**src/rtl/serial_sub_ctrl_if.sv**
```systemverilog
// ============================================================================
// Module   : serial_sub_ctrl_if
// Purpose  : Request/response bundle for the bit-serial subtractor.
// Revision : 1.0 - initial release
// ============================================================================
`default_nettype none

interface serial_sub_ctrl_if #(
  parameter int WIDTH = 8
);
  logic             start;
  logic [WIDTH-1:0] a;
  logic [WIDTH-1:0] b;
  logic             busy;
  logic             done;
  logic [WIDTH-1:0] diff;
  logic             borrow_out;

  modport master (
    output start, a, b,
    input  busy, done, diff, borrow_out
  );

  modport slave (
    input  start, a, b,
    output busy, done, diff, borrow_out
  );
endinterface

`default_nettype wire

```
**src/rtl/serial_sub_ctrl.sv**
```systemverilog
// ============================================================================
// Module   : serial_sub_ctrl
// Purpose  : Bit-serial (LSB first) unsigned subtractor, one bit per clock.
// Revision : 1.0 - initial release
// ============================================================================
`default_nettype none

module serial_sub_ctrl #(
  parameter int WIDTH = 8
) (
  input  wire logic        clk,
  input  wire logic        rst_n,
  serial_sub_ctrl_if.slave bus
);

  localparam int             CW    = (WIDTH > 1) ? $clog2(WIDTH) : 1;
  localparam logic [CW-1:0]  LAST  = CW'(WIDTH - 1);

  localparam logic [1:0] IDLE  = 2'd0;
  localparam logic [1:0] SHIFT = 2'd1;
  localparam logic [1:0] DONE  = 2'd2;

  logic [1:0]       state_q, state_d;
  logic [WIDTH-1:0] a_sh_q, b_sh_q;
  logic [WIDTH-2:0] res_q;
  logic [WIDTH-1:0] res_d;
  logic [CW-1:0]    cnt_q;
  logic             br_q, br_d;
  logic [WIDTH-1:0] diff_q;
  logic             borrow_q;

  logic             a_bit, b_bit;
  logic             hs1_d, hs1_br;
  logic             hs2_d, hs2_br;
  logic             last_bit;
  logic             busy_w, done_w;

  // Full subtractor = two half-subtractor stages; borrows OR together.
  always_comb begin
    a_bit    = a_sh_q[0];
    b_bit    = b_sh_q[0];
    hs1_d    = a_bit ^ b_bit;
    hs1_br   = ~a_bit & b_bit;
    hs2_d    = hs1_d ^ br_q;
    hs2_br   = ~hs1_d & br_q;
    br_d     = hs1_br | hs2_br;
    res_d    = {hs2_d, res_q};
    last_bit = (cnt_q == LAST);
  end

  // State register
  always_ff @(posedge clk or negedge rst_n) begin
    if (!rst_n) begin
      state_q <= IDLE;
    end else begin
      state_q <= state_d;
    end
  end

  // Next-state logic
  always_comb begin
    state_d = state_q;
    case (state_q)
      IDLE:    if (bus.start) state_d = SHIFT;
      SHIFT:   if (last_bit)  state_d = DONE;
      DONE:    state_d = IDLE;
      default: state_d = IDLE;
    endcase
  end

  // Output decode
  always_comb begin
    busy_w = 1'b0;
    done_w = 1'b0;
    case (state_q)
      SHIFT:   busy_w = 1'b1;
      DONE:    done_w = 1'b1;
      default: ;
    endcase
  end

  // Datapath: operands captured only on the accepting edge, so later
  // changes on a/b cannot disturb an operation in flight.
  always_ff @(posedge clk or negedge rst_n) begin
    if (!rst_n) begin
      a_sh_q   <= '0;
      b_sh_q   <= '0;
      res_q    <= '0;
      cnt_q    <= '0;
      br_q     <= 1'b0;
      diff_q   <= '0;
      borrow_q <= 1'b0;
    end else begin
      case (state_q)
        IDLE: begin
          if (bus.start) begin
            a_sh_q <= bus.a;
            b_sh_q <= bus.b;
            br_q   <= 1'b0;
            cnt_q  <= '0;
          end
        end
        SHIFT: begin
          a_sh_q <= a_sh_q >> 1;
          b_sh_q <= b_sh_q >> 1;
          br_q   <= br_d;
          res_q  <= res_d[WIDTH-1:1];
          cnt_q  <= cnt_q + CW'(1);
          if (last_bit) begin
            diff_q   <= res_d;
            borrow_q <= br_d;
          end
        end
        default: ;
      endcase
    end
  end

  assign bus.busy       = busy_w;
  assign bus.done       = done_w;
  assign bus.diff       = diff_q;
  assign bus.borrow_out = borrow_q;

endmodule

`default_nettype wire

```
**src/flat_wrapper.sv**
```systemverilog
// flat-port wrapper written by rule: the top's interface ports become plain ports
module serial_sub_ctrl_flat 
#(
  parameter int WIDTH = 8
)
  (clk, rst_n, bus_start, bus_a, bus_b, bus_busy, bus_done, bus_diff, bus_borrow_out);
  serial_sub_ctrl_if #(.WIDTH(WIDTH)) bus_i ();
  input  wire logic clk;
  input  wire logic rst_n;
  input wire logic [$bits(bus_i.start)-1:0] bus_start;
  input wire logic [$bits(bus_i.a)-1:0] bus_a;
  input wire logic [$bits(bus_i.b)-1:0] bus_b;
  output wire logic [$bits(bus_i.busy)-1:0] bus_busy;
  output wire logic [$bits(bus_i.done)-1:0] bus_done;
  output wire logic [$bits(bus_i.diff)-1:0] bus_diff;
  output wire logic [$bits(bus_i.borrow_out)-1:0] bus_borrow_out;
  assign bus_i.start = bus_start;
  assign bus_i.a = bus_a;
  assign bus_i.b = bus_b;
  assign bus_busy = bus_i.busy;
  assign bus_done = bus_i.done;
  assign bus_diff = bus_i.diff;
  assign bus_borrow_out = bus_i.borrow_out;
  serial_sub_ctrl #(.WIDTH(WIDTH)) u_core (.clk(clk), .rst_n(rst_n), .bus(bus_i));
endmodule
```
**config.mk**
```make
export PLATFORM = sky130hd
export DESIGN_NAME = serial_sub_ctrl_flat
export DESIGN_NICKNAME = d
export VERILOG_FILES = /design/src/rtl/serial_sub_ctrl_if.sv /design/src/rtl/serial_sub_ctrl.sv /design/src/flat_wrapper.sv
export SDC_FILE = /design/constraint.sdc
export NUM_CORES = 1
export LEC_CHECK = 0
export BUFFER_PORTS_ARGS = -buffer_cell sky130_fd_sc_hd__clkbuf_2
export CELL_PAD_IN_SITES_DETAIL_PLACEMENT = 0
export CELL_PAD_IN_SITES_GLOBAL_PLACEMENT = 2
export CORE_MARGIN = 2
export CORE_UTILIZATION = 25
export DETAILED_ROUTE_END_ITERATION = 7
export GPL_TIMING_DRIVEN = 0
export PLACE_DENSITY_LB_ADDON = 0.1
export REMOVE_ABC_BUFFERS = 1
export SYNTH_ARGS = -nofsm -noshare
export SYNTH_HDL_FRONTEND = slang
export SYNTH_SLANG_ARGS = --single-unit
```
**constraint.sdc**
```tcl
create_clock -name clk -period 2.6 [get_ports clk]
set_input_delay 0.78 -clock clk [delete_from_list [all_inputs] [get_ports clk]]
set_output_delay 0.78 -clock clk [all_outputs]
set_load 0.01 [all_outputs]
```
# After elaboration in Yosys (flattened, before gate mapping)
# Index checks and enable logic that the tools add are counted.
# W data, S select, Z words.
# op_classes
addsub	1
mul	0
n_div	0
n_lt_le_gt_ge	0
eq_ne	5
shift	0
mux	13
n_bitwise	7
reduce_logical	5
# op_table
op	n
$pmux W8 S2	2
$mux W8	2
$pmux W3 S2	1
$reduce_and A2 Y1	3
$mux W2	2
$pmux W2 S2	1
$add A3 B1 Y3 const B	1
$eq A3 B3 Y1 const B	1
$mux W1	3
$mux W3	1
$and A1 B1 Y1	2
$eq A2 B1 Y1 const B	1
$eq A2 B2 Y1 const B	1
$logic_not A2 Y1	1
$ne A2 B1 Y1 const B	1
$ne A2 B2 Y1 const B	1
$not A1 Y1	2
$pmux W1 S2	1
$reduce_bool A2 Y1	1
$xor A1 B1 Y1	2
$or A1 B1 Y1	1
# totals
register_bits	38
latch_bits	0
mem_bits_rw	0
romBits	0
inputBits	19
word_cells	39
n_memories	0

# Logic depth before layout (Yosys ltp)
# Gate-level depths: netlist of the first run.
# logic_depth
depth_word	5
depth_mapped	5
ltp_nobuf	4

# Worst setup path after synthesis of the first run
# Ideal clock, no wire load.
# synth_path
path_type	register to output
from	reg u_core.state_q[1]
to	out bus_done
arrival_ns	0.987
required_ns	1.820
setup_slack_ns	0.833
path_stages_with_launch	4
n_path_buf	2
cell_sequence	dfrtp_1 > buf_2 > clkbuf_1 > nor2b_1
# synth_via
elab_chain_cells	2
# synth_rtl
item	line_no	rtl
start, declared	serial_sub_ctrl.sv:23	logic [1:0] state_q, state_d;
start signal, assigned	serial_sub_ctrl.sv:56	state_q <= state_d;
$eq A2 B2 Y1	serial_sub_ctrl.sv:75	case (state_q)
$mux W1	serial_sub_ctrl.sv:75	
end, declared	flat_wrapper.sv:14	output wire logic [$bits(bus_i.done)-1:0] bus_done;
# Every way passes these cells.

# Final worst setup path of the first run
# layout_path
from	reg u_core.state_q[1]
to	out bus_busy
# layout_via
elab_chain_cells	2
# layout_rtl
item	line_no	rtl
$eq A2 B1 Y1	serial_sub_ctrl.sv:75	
$mux W1	serial_sub_ctrl.sv:75	
end, declared	flat_wrapper.sv:13	output wire logic [$bits(bus_i.busy)-1:0] bus_busy;
# Every way passes these cells.

==> results.toml, run 1 <==
[power_and_ir_drop]
switchingPower_mw = 0.7988
p_total_mw = 2.389
leakagePower_nw = 0.9371
p_per_area_nw_per_um2 = 1176
p_seq_frac = 0.458
vdd_drop_max_uv = 244.7
p_sw_frac = 0.3344
p_int_mw = 1.590
p_comb_frac = 0.365
clockPowerShare = 0.177

[drt]
vias_per_cell = 4.708
detail_route.wl_per_cell_um = 14.55
ant_nets = 0
vias = 1130
drc = 0
drtIter0Drc = 52
firstDrtPassIters = 4
wl_um = 3492

[synth]
ys_seq_area_frac = 0.5448
syn-mean-instance-area_um2 = 13.12
ys_ff_latch = 38
yosysTopAreaCell = "dfrtp_1"
ys_top_cells_by_area = "dfrtp_1 54%, mux2_4 6.9%, nor4b_1 6.0%"
synth_top_cell_area_share = 0.5448
synth.distinct_cells = 25
syn_area_um2 = 1745
yosys_warnings = 0
synthCells = 133

[place]
io_buffer_count = 29
place_congestion = 0.6599
dp_hpwl_um = 2121
place_inst = 232

[sta]
skew_ns = 0.006281
drv_slew = 0
setup_viol = 0
rsz0062_at_grt = "false"
final_hold_viol_count = 0
worst_slew_pin_slew_ns = 0.9639
fin_crit_ns = 2.457
fin_crit_sh = 0.9452
maxSlewHeadroom = 0.3574
fmax_mhz = 406.9

[final_layout]
nNetsFinal = 181
fillCellCount = 702
final_cell_mix = "36 x dfrtp_1, 29 x clkbuf_2, 15 x inv_1, 12 x nor4b_1, 10 x nor3b_1"
syn2layout_area_growth_pct = 16.34
diodes = 0
layout-drive-gt1-share = 0.3688
final_common_cell = "dfrtp_1"
layout.cells.non_filler = 240

[global_routing]
grt_max_degree = 39
overflow = 0
grt_pass1_wl_um = 6092
antenna_found_initial = 0
first_global_vias = 1223
grt_usage = 0.1034

[clock_tree]
clkSlewWorstSetupHoldPaths_ns = 0.07
cts_buffers = 5
clock_path_buffers = 2
htreeDepth = 2
root_buffer = "clkbuf_8"
cts_tree = "built"
post_cts_buffers = 0
clk_latency_ns = 0.29
cts.sinks = 38

[die]
die_y_um = 87.56
fp-row-count = 30
dieArea_um2 = 7666
die_w_um = 87.56
core_area_um2 = 6756
initial_core_util = 0.2583
io_pins = 30

[setup_path]
cp_max_fo = 29
worstPathRequired_ns = 1.82
start_kind = "register"
worstSetupPathType = "reg -> out"
endpoint_kind = "output pin"
crit_arrival_ns = 1.68

[job]
max-cap-violations = 0

[worst_hold_path]
min_path_type = "reg -> reg"

[run_status]
outcome = "finished clean"
-- through the flow --
stage | utilization | setup TNS, ns | worst slack [ns] | hold WS (ns) | instance area (um^2)
after floorplan | - | 0 | 0.5503 | 0.4573 | 1687
after global placement | 0.2859 | -0.1501 | -0.1501 | 0.4829 | 1932
after detailed placement | 0.2859 | -0.1824 | -0.1824 | 0.4816 | 1932
after CTS | 0.3006 | 0 | 0.1044 | 0.4923 | 2031
after global routing | 0.3006 | 0 | 0.02438 | 0.5253 | 2031
final | 0.3006 | 0 | 0.1426 | 0.4849 | 2031
-- synth_stat cells (all sizes together) --
cell type	number
clkbuf	3
nor4b	12
o22ai	1
ha	2
fa	1
a221oi	3
inv	16
o21bai	1
o221a	2
or4b	2
nor3b	10
a22o	4
a21oi	1
o21ba	1
nand2b	1
nor2b	1
mux2	15
a211oi	9
dfrtp	38
mux2i	2
buf	7
nand3b	1
-- worst paths after layout --
check | slack (ns) | from | endpoint | cells past startpoint
max | 0.14 | u_core.state_q[1]$_DFFE_PN0P_ | bus_busy | 3
min in group asynchronous | 0.63 | rst_n | u_core.bus.diff[7]$_DFFE_PN0P_ | 1
max reg2reg | 0.73 | u_core.state_q[1]$_DFFE_PN0P_ | u_core.bus.diff[6]$_DFFE_PN0P_ | 2
min | 0.48 | u_core.cnt_q[0]$_DFFE_PN0P_ | u_core.cnt_q[0]$_DFFE_PN0P_ | 1
max in group asynchronous | 1.26 | rst_n | u_core.state_q[0]$_DFFE_PN0P_ | 1
min reg2reg | 0.48 | u_core.cnt_q[0]$_DFFE_PN0P_ | u_core.cnt_q[0]$_DFFE_PN0P_ | 1
-- kinds of logic (layout without fill, tap and decap cells) --
kind of cell / count (synthesis) / after routing / synth area share
AO/OA/AOI/OAI: 22 / 22 / 0.1097
adder cells (fa/ha/maj): 3 / 3 / 0.02580
buffers and inverters: 26 / 53 / 0.06809
flip-flops: 38 / 38 / 0.5448
multiplexers: 17 / 17 / 0.1255
AND/OR/NAND/NOR: 27 / 27 / 0.1262
-- power by group through the flow --
stage | sequential [mW] | combinational, mW | clock [mW]
after floorplan | 1.08 | 0.635 | 0
after global placement | 1.10 | 0.875 | 0
after detailed placement | 1.11 | 0.888 | 0
after CTS | 1.10 | 0.894 | 0.443
after global routing | 1.14 | 0.996 | 0.469
final | 1.09 | 0.873 | 0.423
-- worst max-delay path, stage by stage, from the launching register on --
cell	delay [ns]
dfrtp_2	0.60
nand2b_2	0.39
inv_2	0.22
clkbuf_2	0.17
-- state kept, by name (all words and copies together), names as in the netlist --
signal                 cells
u_core.bus.diff            8
u_core.a_sh_q              8
u_core.res_q               7
u_core.cnt_q               3
u_core.bus.borrow_out      1
u_core.br_q                1
u_core.b_sh_q              8
u_core.state_q             2
-- per-layer routing --
metal	GRT usage	part of all wire	vias to the layer above
li1	-	-	534
met1	0.1321	0.47	562
met2	0.1660	0.47	29
met3	0.03393	0.048	5
met4	0.03357	0.015	0
met5	0	0	-
-- final cells by class --
| type | instances | area [um^2] | share of cell area |
|---|---|---|---|
| Clock buffer | 7 | 86.33 | 0.04251 |
| Clock inverter | 1 | 5.005 | 0.002465 |
| Inverter | 16 | 60.06 | 0.02957 |
| Multi-Input combinational cell | 69 | 678.2 | 0.3339 |
| Sequential cell | 38 | 955.9 | 0.4707 |
| Tap cell | 80 | 100.1 | 0.04929 |
| Timing Repair Buffer | 29 | 145.1 | 0.07147 |
-- repair_timing --
item / CTS / global route
hold buffers: 0 / 0
hold endpoints to repair: 0 / 0
endpoints found under the setup margin: 1 / 0
resized for setup: 4 / 0
Power figures use the tool's default switching activity.
==> run 2: changes to the inputs <==
- SETUP_SLACK_MARGIN: default -> 0.3
==> results.toml, run 2 (synthesized netlist as in run 1, its figures left out) <==
[run_status]
outcome = "finished clean"

[job]
max-cap-violations = 0

[power_and_ir_drop]
p_total_mw = 2.435
p_per_area_nw_per_um2 = 1182
leakagePower_nw = 0.9508
vdd_drop_max_uv = 249.0

[drt]
drtIter0Drc = 31
vias_per_cell = 4.731
firstDrtPassIters = 4
wl_um = 3736
ant_nets = 0
vias = 1145
drc = 0
detail_route.wl_per_cell_um = 15.44

[final_layout]
multi_input_area_um2 = 683.2
fillCellCount = 705
postLayoutCoreUtil = 0.3048
final-seq-area_um2 = 958.4
layout-drive-gt1-share = 0.3765
final_common_cell = "dfrtp_1"
syn2layout_area_growth_pct = 17.99
final_cell_mix = "36 x dfrtp_1, 29 x clkbuf_2, 15 x inv_1, 12 x nor4b_1, 10 x nor3b_1"
diodes = 0
nNetsFinal = 183

[setup_path]
r2r-start = "u_core.state_q[1]$_DFFE_PN0P_"
start_kind = "register"
worstSetupPathType = "reg -> out"
crit_arrival_ns = 1.40
endpoint_kind = "output pin"
cp_max_fo = 16
worstPathRequired_ns = 1.82
worstSetupStartpoint = "u_core.state_q[1]$_DFFE_PN0P_"

[global_routing]
grt_usage = 0.1071
grt_use_met2 = 0.1701
antenna_found_initial = 0
top_usage_layer = "met2"
overflow = 0
grt.met1_usage = 0.1397
grt_pass1_wl_um = 6272
first_global_vias = 1243
grt_max_degree = 39
grtUsageMet3 = 0.03393

[place]
place_congestion = 0.6599
io_buffer_count = 29
dp_hpwl_um = 2121

[clock_tree]
clk_latency_ns = 0.29
root_buffer = "clkbuf_8"
postCtsHoldBufs = 0
cts.sinks = 38
clkSlewWorstSetupHoldPaths_ns = 0.07
htreeDepth = 2
cts_buffers = 5
clock_path_buffers = 2
cts_tree = "built"

[die]
core_area_um2 = 6756
die_y_um = 87.56
io_pins = 30
fp-row-count = 30
dieArea_um2 = 7666
initial_core_util = 0.2583
die_w_um = 87.56

[sta]
maxSlewHeadroom = 0.3423
final_hold_viol_count = 0
setup_viol = 0
fmax_mhz = 458.5
fin_crit_sh = 0.8389
worst_slew_pin_slew_ns = 0.9865
fin_crit_ns = 2.181
skew_ns = 0.008832
drv_slew = 0
rsz0062_at_grt = "false"

[worst_hold_path]
min_path_type = "reg -> reg"
hold_path_startpoint = "u_core.cnt_q[0]$_DFFE_PN0P_"
[run 2: final timing paths]
| kind | end | slack (ns) | cells after the start |
|---|---|---|---|
| min in group asynchronous | u_core.bus.diff[7]$_DFFE_PN0P_ | 0.63 | 1 |
| max | bus_busy | 0.42 | 3 |
| max reg2reg | u_core.bus.diff[6]$_DFFE_PN0P_ | 0.81 | 2 |
| min | u_core.cnt_q[0]$_DFFE_PN0P_ | 0.49 | 1 |
| min reg2reg | u_core.cnt_q[0]$_DFFE_PN0P_ | 0.49 | 1 |
| max in group asynchronous | u_core.state_q[0]$_DFFE_PN0P_ | 1.24 | 1 |
[run 2: final cells by class]
| class | instances | share of cell area |
|---|---|---|
| Sequential cell | 38 | 0.4654 |
| Clock inverter | 1 | 0.002430 |
| Timing Repair Buffer | 31 | 0.07959 |
| Tap cell | 80 | 0.04860 |
| Multi-Input combinational cell | 69 | 0.3317 |
| Clock buffer | 7 | 0.04192 |
| Inverter | 16 | 0.03038 |
[run 2: what timing repair did]
item / 4_1_cts / 5_1_grt
setup buffers: 1 / 1
resized for setup: 6 / 1
endpoints found under the setup margin: 12 / 1
gates cloned: 0 / 0
[run 2: worst max-delay path: stages, from the launching register on]
cell and delay [ns]:
dfrtp_4 0.58, nand2b_4 0.25, inv_4 0.14, clkbuf_2 0.15
[run 2: report_power, final]
| group | switching, mW | internal (mW) |
|---|---|---|
| sequential | 0.188 | 0.883 |
| clock | 0.213 | 0.214 |
| combinational | 0.421 | 0.516 |
[run 2: routing by layer]
metal | wire length [um] | share of wire
met5 | 0 | 0
met4 | 53 | 0.014
met3 | 150 | 0.040
met2 | 1770 | 0.47
met1 | 1761 | 0.47
[run 2: through the flow]
stage / setup TNS, ns / setup WS, ns / cell area, um^2 / hold slack, ns / instances
finish: 0 / 0.4189 / 2059 / 0.4850 / 242
global route: 0 / 0.3396 / 2059 / 0.5248 / 242
CTS: 0 / 0.3127 / 2046 / 0.4923 / 241
detailed placement: -0.1824 / -0.1824 / 1932 / 0.4816 / 232
global placement: -0.1501 / -0.1501 / 1932 / 0.4829 / 232
floorplan: 0 / 0.5503 / 1687 / 0.4573 / 123
